--- config.mk ---
export PLATFORM = sky130hd
export DESIGN_NAME = bank_req_scheduler
export DESIGN_NICKNAME = d
export VERILOG_FILES = /design/src/rtl/bank_req_scheduler_pkg.sv /design/src/rtl/bank_req_scheduler_bank_pick.sv /design/src/rtl/bank_req_scheduler.sv
export SDC_FILE = /design/constraint.sdc
export NUM_CORES = 1
export LEC_CHECK = 0
export CORE_ASPECT_RATIO = 0.9
export CORE_UTILIZATION = 49
export DETAILED_ROUTE_END_ITERATION = 8
export MAX_ROUTING_LAYER = met4
export PLACE_DENSITY = 0.87
export SLEW_MARGIN = 10
export SYNTH_ARGS = -nofsm -noshare
export SYNTH_HDL_FRONTEND = slang
export SYNTH_SLANG_ARGS = --single-unit
--- constraint.sdc ---
create_clock -name clk_i -period 5.3 [get_ports clk_i]
set_clock_uncertainty 0.1 [all_clocks]
set_input_delay 0.795 -clock clk_i [delete_from_list [all_inputs] [get_ports clk_i]]
set_output_delay 0.795 -clock clk_i [all_outputs]
set_load 0.03 [all_outputs]
--- src/rtl/bank_req_scheduler_pkg.sv ---
// Purpose : shared sizing defaults and FSM state type for the bank request scheduler.
// Latency : n/a (types and constants only).
// Backpr. : n/a.
package bank_req_scheduler_pkg;

  // Default build: P lanes -> 2P requests and 2P banks per batch.
  localparam int DEF_P     = 2;
  // Bits per bank/request index, clog2(2P).
  localparam int DEF_MAP   = 2;
  // Width of the saturating conflict-beat counter.
  localparam int DEF_CNT_W = 16;

  typedef enum logic {
    IDLE  = 1'b0,
    ISSUE = 1'b1
  } state_e;

endpackage

--- src/rtl/bank_req_scheduler_bank_pick.sv ---
// Purpose : per-bank picker; finds the lowest-index pending request mapped to this bank.
// Latency : purely combinational.
// Backpr. : none; the caller decides when the pick is consumed.
//
// Ports:
//   bi_i      packed bank index per request, request j at [j*MAP +: MAP]
//   pending_i requests of the current batch not yet issued
//   bank_id_i bank this picker serves
//   hit_o     some pending request targets this bank
//   idx_o     index of the picked request (0 when no hit)
module bank_req_scheduler_bank_pick
  import bank_req_scheduler_pkg::*;
#(
  parameter int NREQ = 2 * DEF_P,
  parameter int MAP  = DEF_MAP
) (
  input  logic [NREQ*MAP-1:0] bi_i,
  input  logic [NREQ-1:0]     pending_i,
  input  logic [MAP-1:0]      bank_id_i,
  output logic                hit_o,
  output logic [MAP-1:0]      idx_o
);

  // Scan from the top down so the last match written is the lowest index.
  always_comb begin
    hit_o = 1'b0;
    idx_o = '0;
    for (int j = NREQ - 1; j >= 0; j--) begin
      if (pending_i[j] && (bi_i[j*MAP +: MAP] == bank_id_i)) begin
        hit_o = 1'b1;
        idx_o = MAP'(j);
      end
    end
  end

endmodule

--- src/rtl/bank_req_scheduler.sv ---
// Purpose : issues one batch of 2P bank-indexed requests onto 2P banks, one beat per conflict level.
// Latency : first beat one cycle after accept; conflict-free batches stream at one batch per cycle.
// Backpr. : out_ready_i low holds every output and the pending mask; in_ready_o only rises on the final beat.
//
// Ports:
//   clk_i, rst_n_i    clock, async active-low reset
//   in_valid_i/in_ready_o, bi_bus_i      batch input handshake, bank index per request
//   flush_i           drop the pending batch and go idle (beats the accept and the beat)
//   out_valid_o/out_ready_i               beat handshake
//   sel_bi_bus_o      per bank: request index granted this beat (0 if none)
//   bank_en_o         per bank: granted this beat
//   req_grant_o       per request: issued this beat
//   last_o            final beat of the batch
//   busy_o            batch in flight
//   conflict_cnt_o    saturating total of beats beyond the first in each batch
module bank_req_scheduler
  import bank_req_scheduler_pkg::*;
#(
  parameter int P     = DEF_P,
  parameter int MAP   = DEF_MAP,
  parameter int CNT_W = DEF_CNT_W
) (
  input  logic                 clk_i,
  input  logic                 rst_n_i,
  input  logic                 in_valid_i,
  output logic                 in_ready_o,
  input  logic [2*P*MAP-1:0]   bi_bus_i,
  input  logic                 flush_i,
  output logic                 out_valid_o,
  input  logic                 out_ready_i,
  output logic [2*P*MAP-1:0]   sel_bi_bus_o,
  output logic [2*P-1:0]       bank_en_o,
  output logic [2*P-1:0]       req_grant_o,
  output logic                 last_o,
  output logic                 busy_o,
  output logic [CNT_W-1:0]     conflict_cnt_o
);

  localparam int NREQ = 2 * P;

  state_e                state_q, state_d;
  logic [NREQ*MAP-1:0]   bi_q, bi_d;
  logic [NREQ-1:0]       pending_q, pending_d;
  // Beats already completed in the current batch (0..2P-1 before the last one).
  logic [MAP:0]          beat_q, beat_d;
  logic [CNT_W-1:0]      cnt_q, cnt_d;

  logic [NREQ-1:0]       hit;
  logic [NREQ*MAP-1:0]   idx;
  logic [NREQ-1:0]       grant;
  logic                  issue;
  logic                  last_raw;
  logic                  beat_done;
  logic                  accept;
  logic [CNT_W:0]        cnt_sum;

  for (genvar b = 0; b < NREQ; b++) begin : g_bank
    bank_req_scheduler_bank_pick #(
      .NREQ (NREQ),
      .MAP  (MAP)
    ) u_pick (
      .bi_i      (bi_q),
      .pending_i (pending_q),
      .bank_id_i (MAP'(b)),
      .hit_o     (hit[b]),
      .idx_o     (idx[b*MAP +: MAP])
    );
  end

  // Each bank picks a distinct request, so the grants never collide.
  always_comb begin
    grant = '0;
    for (int b = 0; b < NREQ; b++) begin
      if (hit[b]) begin
        grant[idx[b*MAP +: MAP]] = 1'b1;
      end
    end
  end

  assign issue     = (state_q == ISSUE);
  assign last_raw  = ((pending_q & ~grant) == '0);
  assign beat_done = issue & out_ready_i;

  // in_ready_o is the only output with an input-dependent path (out_ready_i, flush_i);
  // all beat outputs decode from registers alone.
  assign in_ready_o = ~flush_i & (~issue | (last_raw & out_ready_i));
  assign accept     = in_valid_i & in_ready_o;

  assign out_valid_o    = issue;
  assign busy_o         = issue;
  assign last_o         = issue & last_raw;
  assign bank_en_o      = issue ? hit   : '0;
  assign req_grant_o    = issue ? grant : '0;
  assign sel_bi_bus_o   = issue ? idx   : '0;
  assign conflict_cnt_o = cnt_q;

  // beat_q at the final beat equals beats-1, i.e. the extra beats of this batch.
  assign cnt_sum = {1'b0, cnt_q} + {{(CNT_W - MAP){1'b0}}, beat_q};

  always_comb begin
    state_d   = state_q;
    bi_d      = bi_q;
    pending_d = pending_q;
    beat_d    = beat_q;
    cnt_d     = cnt_q;
    if (flush_i) begin
      state_d   = IDLE;
      pending_d = '0;
      beat_d    = '0;
    end else begin
      if (beat_done) begin
        pending_d = pending_q & ~grant;
        if (last_raw) begin
          cnt_d   = cnt_sum[CNT_W] ? {CNT_W{1'b1}} : cnt_sum[CNT_W-1:0];
          state_d = IDLE;
          beat_d  = '0;
        end else begin
          beat_d  = beat_q + 1'b1;
        end
      end
      // Accept only happens from IDLE or on a completing last beat, so it
      // cleanly overrides the beat update above (zero-bubble chaining).
      if (accept) begin
        bi_d      = bi_bus_i;
        pending_d = '1;
        state_d   = ISSUE;
        beat_d    = '0;
      end
    end
  end

  always_ff @(posedge clk_i or negedge rst_n_i) begin
    if (!rst_n_i) begin
      state_q   <= IDLE;
      bi_q      <= '0;
      pending_q <= '0;
      beat_q    <= '0;
      cnt_q     <= '0;
    end else begin
      state_q   <= state_d;
      bi_q      <= bi_d;
      pending_q <= pending_d;
      beat_q    <= beat_d;
      cnt_q     <= cnt_d;
    end
  end

endmodule

==> summary.txt, run 1 <==
Clocking
  • Post-CTS Hold Buffers: 0
  • TritonCTS clock tree: done
  • Cts repair resizes: 0
  • Number of buffers between clock root and the deepest sink: 2
  • CTS root buf: clkbuf_8
  • Clock Sinks: 32
  • Clock edge transition at the registers on the reported setup and hold paths: around 60 ps
  • Insertion delay to the later sink of the worst-skew pair: 280 ps
  • Buffers inserted by post-CTS timing repair: 0
  • H-tree depth reported by CTS: 2
  • Number of clock buffers inserted by TritonCTS: 5

Drt
  • Remaining design rule violation count: 0
  • Per-cell routed wire length: ~16 microns
  • First-pass iteration count of the detailed router: 4
  • Number of nets still failing antenna checks after routing: 0
  • Routed vias/inst: 6.074
  • Initial detailed-routing violation count: about 230
  • Routed Wire Length: 5355 microns
  • Total number of vias: between 2,000 and 2,500

Layout
  • Finished Core Util: 0.6594
  • Number of antenna repair diodes: 0
  • Design Area, Final: ~2700 sq um
  • Fillcell total: ~360
  • Area Overhead vs Synth: 27.18%
  • Fraction of final layout cells sized beyond drive strength 1: 0.09622
  • Final Net Count: roughly 300
  • Count of placed standard cells in the final layout, fillers left out: ~340

Global route
  • First-pass GRT wire length: around 8700 microns
  • Fraction of met1 tracks used by global routing: 0.3651
  • Most Used Layer, Global Route: met1
  • Via count of the first global-routing pass: 1,825
  • M3 GR Usage: 0.04355
  • Largest net degree at the start of global routing: 33
  • Tot GR Track Use: 0.2465
  • Gr ovfl total: 0
  • Antenna violations before repair: 0
  • Global-route track usage on met2: 0.3550

Yosys
  • Post-synthesis instance area: around 2100 sq um
  • Post-synthesis cell type count: 49
  • Mean cell area of the mapped netlist: roughly 8.6 sq um
  • Leading cell types by total area after synthesis: dfrtp_1 37%, a31oi_1 6.4%, mux2_2 5.3%
  • Top flip-flop cell by instance count after synthesis: dfrtp_1
  • Area share of the leading cell type in the synthesized netlist: 0.3741
  • Number of enable flip-flop cells after synthesis: 0
  • Synth area leader: dfrtp_1
  • Fraction of the yosys area taken by sequential cells: 0.3741
  • Number of warning messages in the yosys log: 0
  • Number of register bits inferred by synthesis: 32
  • Number of instances in the synthesized netlist: about 250
  • Mapped Nets: roughly 270
  • Share of flip-flops with an asynchronous set or reset: 1.000

Timing
  • Final Hold Slack: between 400 and 500 ps
  • Final WS setup: about 1200 ps
  • Max Fclk: about 240 MHz
  • Max_slew headroom: 0.5287
  • Final Hold Vio Count: 0
  • Final critical-path required period: roughly 4100 ps
  • Worst Max-Slew Pin Slew: ~710 ps
  • Sum of negative setup slack: 0 ps
  • Final count of pins violating max slew: 0
  • Period utilization: 0.7788
  • RSZ-0062 raised after global routing: no
  • Final count of negative-setup-slack endpoints: 0

Floorplanning
  • Chip height: about 65 microns
  • Total I/O pin count: 49
  • Die boundary width: ~72 microns
  • Total number of placement rows: 22
  • Initial Util: 0.5185
  • Die Footprint: 4638 sq um
  • Core region area: approximately 4100 sq um

Pwr
  • Power per standard cell area: roughly 310 nW/um^2
  • Worst voltage drop across the vdd grid: about 0.22 mV
  • Power, Total: around 0.85 mW
  • Static leakage: around 1.1 nW

Setup path
  • Critical path fanouts, max: 23
  • Critical Path End Type: primary output
  • Setup Crit Path Kind: flop to primary output
  • Startpoint kind of the worst setup timing path: flop
  • Peak per-stage delay on the critical path: between 600 and 700 ps
  • Gate family responsible for the most delay along the worst path: buffers and inverters
  • Count of buffer and inverter cells on the critical path: 2
  • Register-to-register path setup slack: 2240 ps
  • Cell-by-cell trace of the critical path: or3b_1 > or4_1 > o2111a_2 > a221oi_2 > buf_4 > a21oi_1 > nor2_1 > clkdlybuf4s50_1
  • Standard cell with the maximum stage delay on the critical path: clkdlybuf4s50_1
  • Data arrival time of the critical path: roughly 3200 ps
  • Depth of the worst register-to-register path: 9
  • Worst path required time: 4410 ps
  • Source of the worst register-to-register timing path: beat_q[0]
  • End of the worst register-to-register path: conflict_cnt_o[13]

Placed design
  • Detailed placer's ending HPWL: approximately 3800 microns
  • Number of placed instances with taps included: ~330
  • Pre-CTS setup slack: ~1500 ps
  • Placed Instance Area: around 2600 sq um
  • Global placer's final weighted congestion: 1.020
  • IO Port Bufs: between 40 and 50

Worst hold path
  • Worst min-delay path class: flop to flop
  • Startpoint of the tightest hold check path: conflict_cnt_o[9]
  • Worst Hold Path Cells: 1
  • Sink of the worst hold path: conflict_cnt_o[9]

Status
  • Outcome: completed

Run
  • # Max-Cap Violations: 0
==> flip-flops by register name (all words and copies together), names as in the netlist <==
| name | flops |
|---|---|
| bi_q | 8 |
| beat_q | 3 |
| busy_o | 1 |
| pending_q | 4 |
| conflict_cnt_o | 16 |
==> cell type report <==
| cell class | count | area, sq um | share of cell area |
|---|---|---|---|
| sequential | 32 | 800.8 | 0.2941 |
| clock buffer | 7 | 96.34 | 0.03539 |
| inverter | 12 | 45.04 | 0.01654 |
| multi-input combinational | 189 | 1217 | 0.4472 |
| tap | 48 | 60.06 | 0.02206 |
| timing repair buffer | 51 | 503.0 | 0.1847 |
==> cells by family (layout without fill, tap and decap cells) <==
kind of cell	after synthesis	count (layout)	share of synthesized area
flip-flops	32	32	0.3741
AND/OR/NAND/NOR	106	106	0.2601
multiplexers	10	10	0.05260
XOR/XNOR	5	5	0.02046
AO/OA/AOI/OAI	63	63	0.2028
adder cells (fa/ha/maj)	5	5	0.03273
buffers and inverters	28	70	0.05727
==> power breakdown <==
part | internal (mW) | leakage (nW) | total [mW] | switching (mW)
logic | 0.136 | 0.641 | 0.311 | 0.174
registers | 0.276 | 0.412 | 0.333 | 0.0563
clock network | 0.116 | 0.0503 | 0.203 | 0.0871
total | 0.528 | 1.10 | 0.846 | 0.318
==> layout by cell type (no fill, tap or decap), drive strengths merged, types with 9 or more instances in the layout <==
cell type      instances
dfrtp                 32
nand2                 28
nor2                  24
nand3                 12
mux2                  10
inv                   12
clkdlybuf4s50         48
a21oi                 14
o21ai                  9
a31oi                 22
==> cell usage after synthesis, drive strengths merged, types with 3 or more instances <==
cell type  count
a21oi         14
a31oi         22
a41oi          3
and2           4
buf            6
clkbuf        10
dfrtp         32
ha             4
inv           12
mux2          10
nand2         28
nand2b         3
nand3         12
nand3b         7
nand4          5
nor2          24
nor3           4
nor3b          3
o21ai          9
or3            4
xor2           3
==> worst max-delay path by stage <==
stage,from,endpoint,cells after the start
global route,pending_q[3],in_ready_o,8
finish,pending_q[3],in_ready_o,8
detailed placement,pending_q[3],in_ready_o,8
global placement,pending_q[3],in_ready_o,8
floorplan,pending_q[3],in_ready_o,9
CTS,pending_q[3],in_ready_o,8
==> routing by layer <==
layer / wire length (microns) / share of wire
met1: 2472 / 0.46
met2: 2446 / 0.46
met3: 397 / 0.074
met4: 39 / 0.0073
met5: 0 / 0
Note: power is estimated with default switching activity, not from simulation.
==> run 2, diff against run 1 <==
==> constraint.sdc (replaced) <==
create_clock -name clk_i -period 4.3 [get_ports clk_i]
set_clock_uncertainty 0.1 [all_clocks]
set_input_delay 0.645 -clock clk_i [delete_from_list [all_inputs] [get_ports clk_i]]
set_output_delay 0.645 -clock clk_i [all_outputs]
set_load 0.03 [all_outputs]
==> summary.txt, run 2 (synthesis gave the netlist of run 1 again) <==
Worst hold path
  • Worst min-delay path class: input port to asynchronous set/reset pin

Layout
  • Count of placed standard cells in the final layout, fillers left out: between 300 and 400
  • Final Net Count: approximately 310
  • Flip-flop count of the largest register after layout: 16
  • Number of antenna repair diodes: 0
  • Highest-count cells in the layout ignoring fill and taps: 47 x clkdlybuf4s50_1, 32 x dfrtp_1, 28 x nand2_1
  • Fraction of final layout cells sized beyond drive strength 1: 0.09966
  • Most common library cell in the layout ignoring fill and taps: clkdlybuf4s50_1
  • Fillcell total: 336
  • Area Overhead vs Synth: 26.94%

Clocking
  • Number of clock buffers inserted by TritonCTS: 5
  • Buffers inserted by post-CTS timing repair: 0
  • Post-CTS Hold Buffers: 0
  • H-tree depth reported by CTS: 2
  • TritonCTS clock tree: done
  • Number of buffers between clock root and the deepest sink: 2
  • Cts repair resizes: 0
  • Clock edge transition at the registers on the reported setup and hold paths: about 70 ps
  • Clock Sinks: 32
  • CTS root buf: clkbuf_8
  • Insertion delay to the later sink of the worst-skew pair: approximately 290 ps

Setup path
  • Source of the worst register-to-register timing path: beat_q[0]
  • Worst path required time: around 3600 ps
  • Startpoint kind of the worst setup timing path: flop
  • Register-to-register path setup slack: about 1200 ps
  • Critical path fanouts, max: 9
  • Depth of the worst register-to-register path: 9
  • Setup Crit Path Kind: flop to primary output
  • Data arrival time of the critical path: slightly above 3000 ps
  • End of the worst register-to-register path: conflict_cnt_o[13]
  • Critical Path End Type: primary output

Placed design
  • Number of placed instances with taps included: approximately 330
  • Detailed placer's ending HPWL: roughly 3800 microns
  • Global placer's final weighted congestion: slightly below 0.9
  • IO Port Bufs: between 40 and 50
  • Pre-CTS setup slack: ~850 ps

Timing
  • Sum of negative setup slack: 0 ps
  • Final WS setup: about 520 ps
  • Worst Max-Slew Pin Slew: between 700 and 800 ps
  • Period utilization: 0.8794
  • Final critical-path required period: 3781 ps
  • Final Hold Slack: roughly 250 ps
  • Max_slew headroom: 0.5006
  • RSZ-0062 raised after global routing: no
  • Final count of pins violating max slew: 0
  • Max Fclk: ~260 MHz
  • Final count of negative-setup-slack endpoints: 0
  • Final Hold Vio Count: 0

Drt
  • Total number of vias: 2,056
  • Remaining design rule violation count: 0
  • Per-cell routed wire length: between 15 and 20 microns
  • Routed Wire Length: between 5000 and 6000 microns
  • First-pass iteration count of the detailed router: 5
  • Number of nets still failing antenna checks after routing: 0
  • Routed vias/inst: around 6.1
  • Initial detailed-routing violation count: ~210

Floorplanning
  • Chip height: 64.71 microns
  • Total number of placement rows: 22
  • Core region area: 4129 sq um
  • Die Footprint: 4638 sq um
  • Die boundary width: between 70 and 80 microns
  • Total I/O pin count: 49
  • Initial Util: 0.5185

Pwr
  • Static leakage: between 1 and 1.5 nW
  • Power share of the sequential group: 0.392
  • Switching fraction of total power: 0.3768
  • Net switching power of the design: a little under 0.4 mW
  • Power per standard cell area: roughly 380 nW/um^2
  • Part of the total power dissipated in the clock network: 0.242
  • Worst voltage drop across the vdd grid: around 0.26 mV
  • Internal power: 0.6504 mW
  • Combinational cell fraction of total power: 0.366

Status
  • Outcome: completed

Global route
  • Gr ovfl total: 0
  • Antenna violations before repair: 0
  • First-pass GRT wire length: roughly 9000 microns
  • Via count of the first global-routing pass: ~1,900
  • Largest net degree at the start of global routing: 26
  • Tot GR Track Use: 0.2531

Run
  • # Max-Cap Violations: 0
-- run 2: worst max-delay path, stage by stage, from the launching register on --
cell	delay [ps]
dfrtp_1	480
or3b_1	410
or4_1	410
o2111a_2	200
a221o_2	460
nor2_1	100
clkdlybuf4s50_1	680
-- run 2: layer usage --
metal | vias up | global-route usage | wire (microns)
li1 | 990 | - | -
met1 | 989 | 0.3367 | 2437
met2 | 69 | 0.3785 | 2503
met3 | 8 | 0.04666 | 329
met4 | 0 | 0.1127 | 74
met5 | - | - | 0
-- run 2: cell type report --
| type | instances | area, sq um | area share |
|---|---|---|---|
| timing repair buffer | 51 | 498.0 | 0.1832 |
| clock buffer | 7 | 96.34 | 0.03545 |
| tap | 48 | 60.06 | 0.02210 |
| multi-input combinational | 189 | 1217 | 0.4480 |
| inverter | 12 | 45.04 | 0.01657 |
| sequential | 32 | 800.8 | 0.2947 |
-- run 2: worst max-delay path by stage --
stage	from	to	slack (ps)	cells after the start
floorplan	pending_q[3]	in_ready_o	960	9
global placement	pending_q[3]	last_o	890	6
detailed placement	pending_q[3]	last_o	850	6
CTS	pending_q[3]	last_o	530	6
global route	pending_q[3]	last_o	400	6
finish	pending_q[3]	last_o	520	6
-- run 2: stage by stage --
| stage | utilization | instance area, sq um | power, mW |
|---|---|---|---|
| final | 0.6582 | 2718 | 1.044 |
| after global routing | 0.6582 | 2718 | 1.105 |
| after detailed placement | 0.6361 | 2626 | 0.7916 |
| after global placement | 0.6361 | 2626 | 0.7826 |
| after CTS | 0.6594 | 2723 | 1.048 |
| after floorplan | - | 2141 | 0.6734 |
-- run 2: power groups by stage --
stage               sequential (mW)  combinational [mW]  clock, mW
detailed placement            0.413               0.379          0
CTS                           0.408               0.383      0.257
global route                  0.419               0.416      0.270
finish                        0.409               0.382      0.253
global placement              0.407               0.375          0
floorplan                     0.404               0.270          0
==> run 3, diff against run 2 <==
--- a/config.mk
+++ b/config.mk
@@ -6,6 +6,7 @@
 export NUM_CORES = 1
 export LEC_CHECK = 0
 export CORE_ASPECT_RATIO = 0.9
+export CORE_MARGIN = 4
 export CORE_UTILIZATION = 49
 export DETAILED_ROUTE_END_ITERATION = 8
 export MAX_ROUTING_LAYER = met4
==> summary.txt, run 3 (synthesis gave the netlist of run 1 again) <==
Drt
  • Routed vias/inst: slightly below 6
  • Total number of vias: 2,071
  • First-pass iteration count of the detailed router: 4
  • Routed Wire Length: about 5600 microns
  • Initial detailed-routing violation count: around 270
  • Per-cell routed wire length: approximately 16 microns
  • Number of nets still failing antenna checks after routing: 0
  • Remaining design rule violation count: 0

Clocking
  • Number of clock buffers inserted by TritonCTS: 5
  • Cts repair resizes: 0
  • Insertion delay to the later sink of the worst-skew pair: between 200 and 300 ps
  • TritonCTS clock tree: done
  • Buffers inserted by post-CTS timing repair: 0
  • Clock Sinks: 32
  • H-tree depth reported by CTS: 2
  • Clock edge transition at the registers on the reported setup and hold paths: 70 ps
  • Number of buffers between clock root and the deepest sink: 2
  • CTS root buf: clkbuf_8
  • Post-CTS Hold Buffers: 0

Pwr
  • Power per standard cell area: approximately 380 nW/um^2
  • Worst voltage drop across the vdd grid: 0.1971 mV
  • Power, Total: approximately 1.0 mW
  • Static leakage: approximately 1.1 nW

Floorplanning
  • Total number of placement rows: 22
  • Initial Util: 0.5151
  • Die boundary width: between 70 and 80 microns
  • Core region area: 4156 sq um
  • Chip height: approximately 71 microns
  • Total I/O pin count: slightly below 50
  • Die Footprint: between 5000 and 6000 sq um

Timing
  • Max Fclk: roughly 270 MHz
  • Final count of negative-setup-slack endpoints: 0
  • Period utilization: 0.8695
  • RSZ-0062 raised after global routing: no
  • Max_slew headroom: 0.5144
  • Sum of negative setup slack: 0 ps
  • Worst Max-Slew Pin Slew: ~730 ps
  • Final critical-path required period: 3739 ps
  • Final Hold Vio Count: 0
  • Final count of pins violating max slew: 0

Layout
  • Most common library cell in the layout ignoring fill and taps: clkdlybuf4s50_1
  • Highest-count cells in the layout ignoring fill and taps: 48 x clkdlybuf4s50_1, 32 x dfrtp_1, 28 x nand2_1
  • Final Net Count: between 300 and 400
  • Flip-flop count of the largest register after layout: 16
  • Area Overhead vs Synth: 27.70%
  • Number of antenna repair diodes: 0
  • Fraction of final layout cells sized beyond drive strength 1: 0.09932

Placed design
  • IO Port Bufs: 48
  • Detailed placer's ending HPWL: roughly 4000 microns
  • Global placer's final weighted congestion: about 0.85

Global route
  • Largest net degree at the start of global routing: 33
  • Via count of the first global-routing pass: about 1,900
  • Gr ovfl total: 0
  • First-pass GRT wire length: approximately 9000 microns
  • Tot GR Track Use: 0.2103
  • Antenna violations before repair: 0

Status
  • Outcome: completed

Setup path
  • Critical path fanouts, max: 9
  • Startpoint kind of the worst setup timing path: flop
  • Worst path required time: between 3000 and 4000 ps
  • Gate family responsible for the most delay along the worst path: simple AND/OR/NAND/NOR gates
  • Count of buffer and inverter cells on the critical path: 1
  • Setup Crit Path Kind: flop to primary output
  • Standard cell with the maximum stage delay on the critical path: clkdlybuf4s50_1
  • Data arrival time of the critical path: approximately 3000 ps
  • Cell-by-cell trace of the critical path: or3b_1 > or4_1 > o2111a_2 > a221o_2 > nor2_1 > clkdlybuf4s50_1
  • Peak per-stage delay on the critical path: about 670 ps
  • Critical Path End Type: primary output

Worst hold path
  • Worst min-delay path class: flop to flop

Run
  • # Max-Cap Violations: 0
## run 3: cell types whose count changed in the layout (fill, tap and decap cells not counted), sizes merged
cell,before,now
buf,4,3
clkbuf,7,6
clkdlybuf4s50,47,48
clkinv,0,2
## run 3: layout make-up
class / instances / area (sq um)
clock buffer: 6 / 82.58
inverter: 12 / 45.04
timing repair buffer: 51 / 503.0
clock inverter: 2 / 10.01
tap: 60 / 75.07
fill: 336 / 1423
multi-input combinational: 189 / 1217
sequential: 32 / 800.8
## run 3: routing by layer
metal / up-vias / part of all wire / global-route usage
li1: 991 / - / -
met1: 986 / 0.45 / 0.2857
met2: 86 / 0.47 / 0.3146
met3: 8 / 0.067 / 0.03562
met4: 0 / 0.011 / 0.07905
met5: - / 0 / -
## run 3: path summary, 6_finish.rpt
kind	end	from	depth (start not counted)	slack [ps]
setup / recovery	last_o	pending_q[3]	6	560
hold / removal	conflict_cnt_o[9]	conflict_cnt_o[9]	1	410
setup reg to reg	conflict_cnt_o[13]	beat_q[0]	9	1250
hold reg to reg	conflict_cnt_o[9]	conflict_cnt_o[9]	1	410
max in group asynchronous	bi_q[5]	rst_n_i	2	3140
min in group asynchronous	conflict_cnt_o[0]	rst_n_i	2	660
## run 3: power breakdown
part | internal (mW) | switching [mW] | total (mW)
clock network | 0.128 | 0.117 | 0.245
registers | 0.340 | 0.0704 | 0.411
logic | 0.168 | 0.217 | 0.385
total | 0.636 | 0.404 | 1.04
## run 3: stage by stage
step           std cells  hold WS, ps  utilization  worst slack (ps)  cell area [sq um]
4_1_cts              352        406.2       0.6577             561.2               2734
2_1_floorplan        249        249.4            -             962.1               2141
5_1_grt              352        428.1       0.6577             383.0               2734
3_3_place_gp         344        398.1       0.6355             899.2               2641
6_report             352        410.2       0.6577             561.2               2734
3_5_place_dp         344        395.6       0.6355             870.9               2641
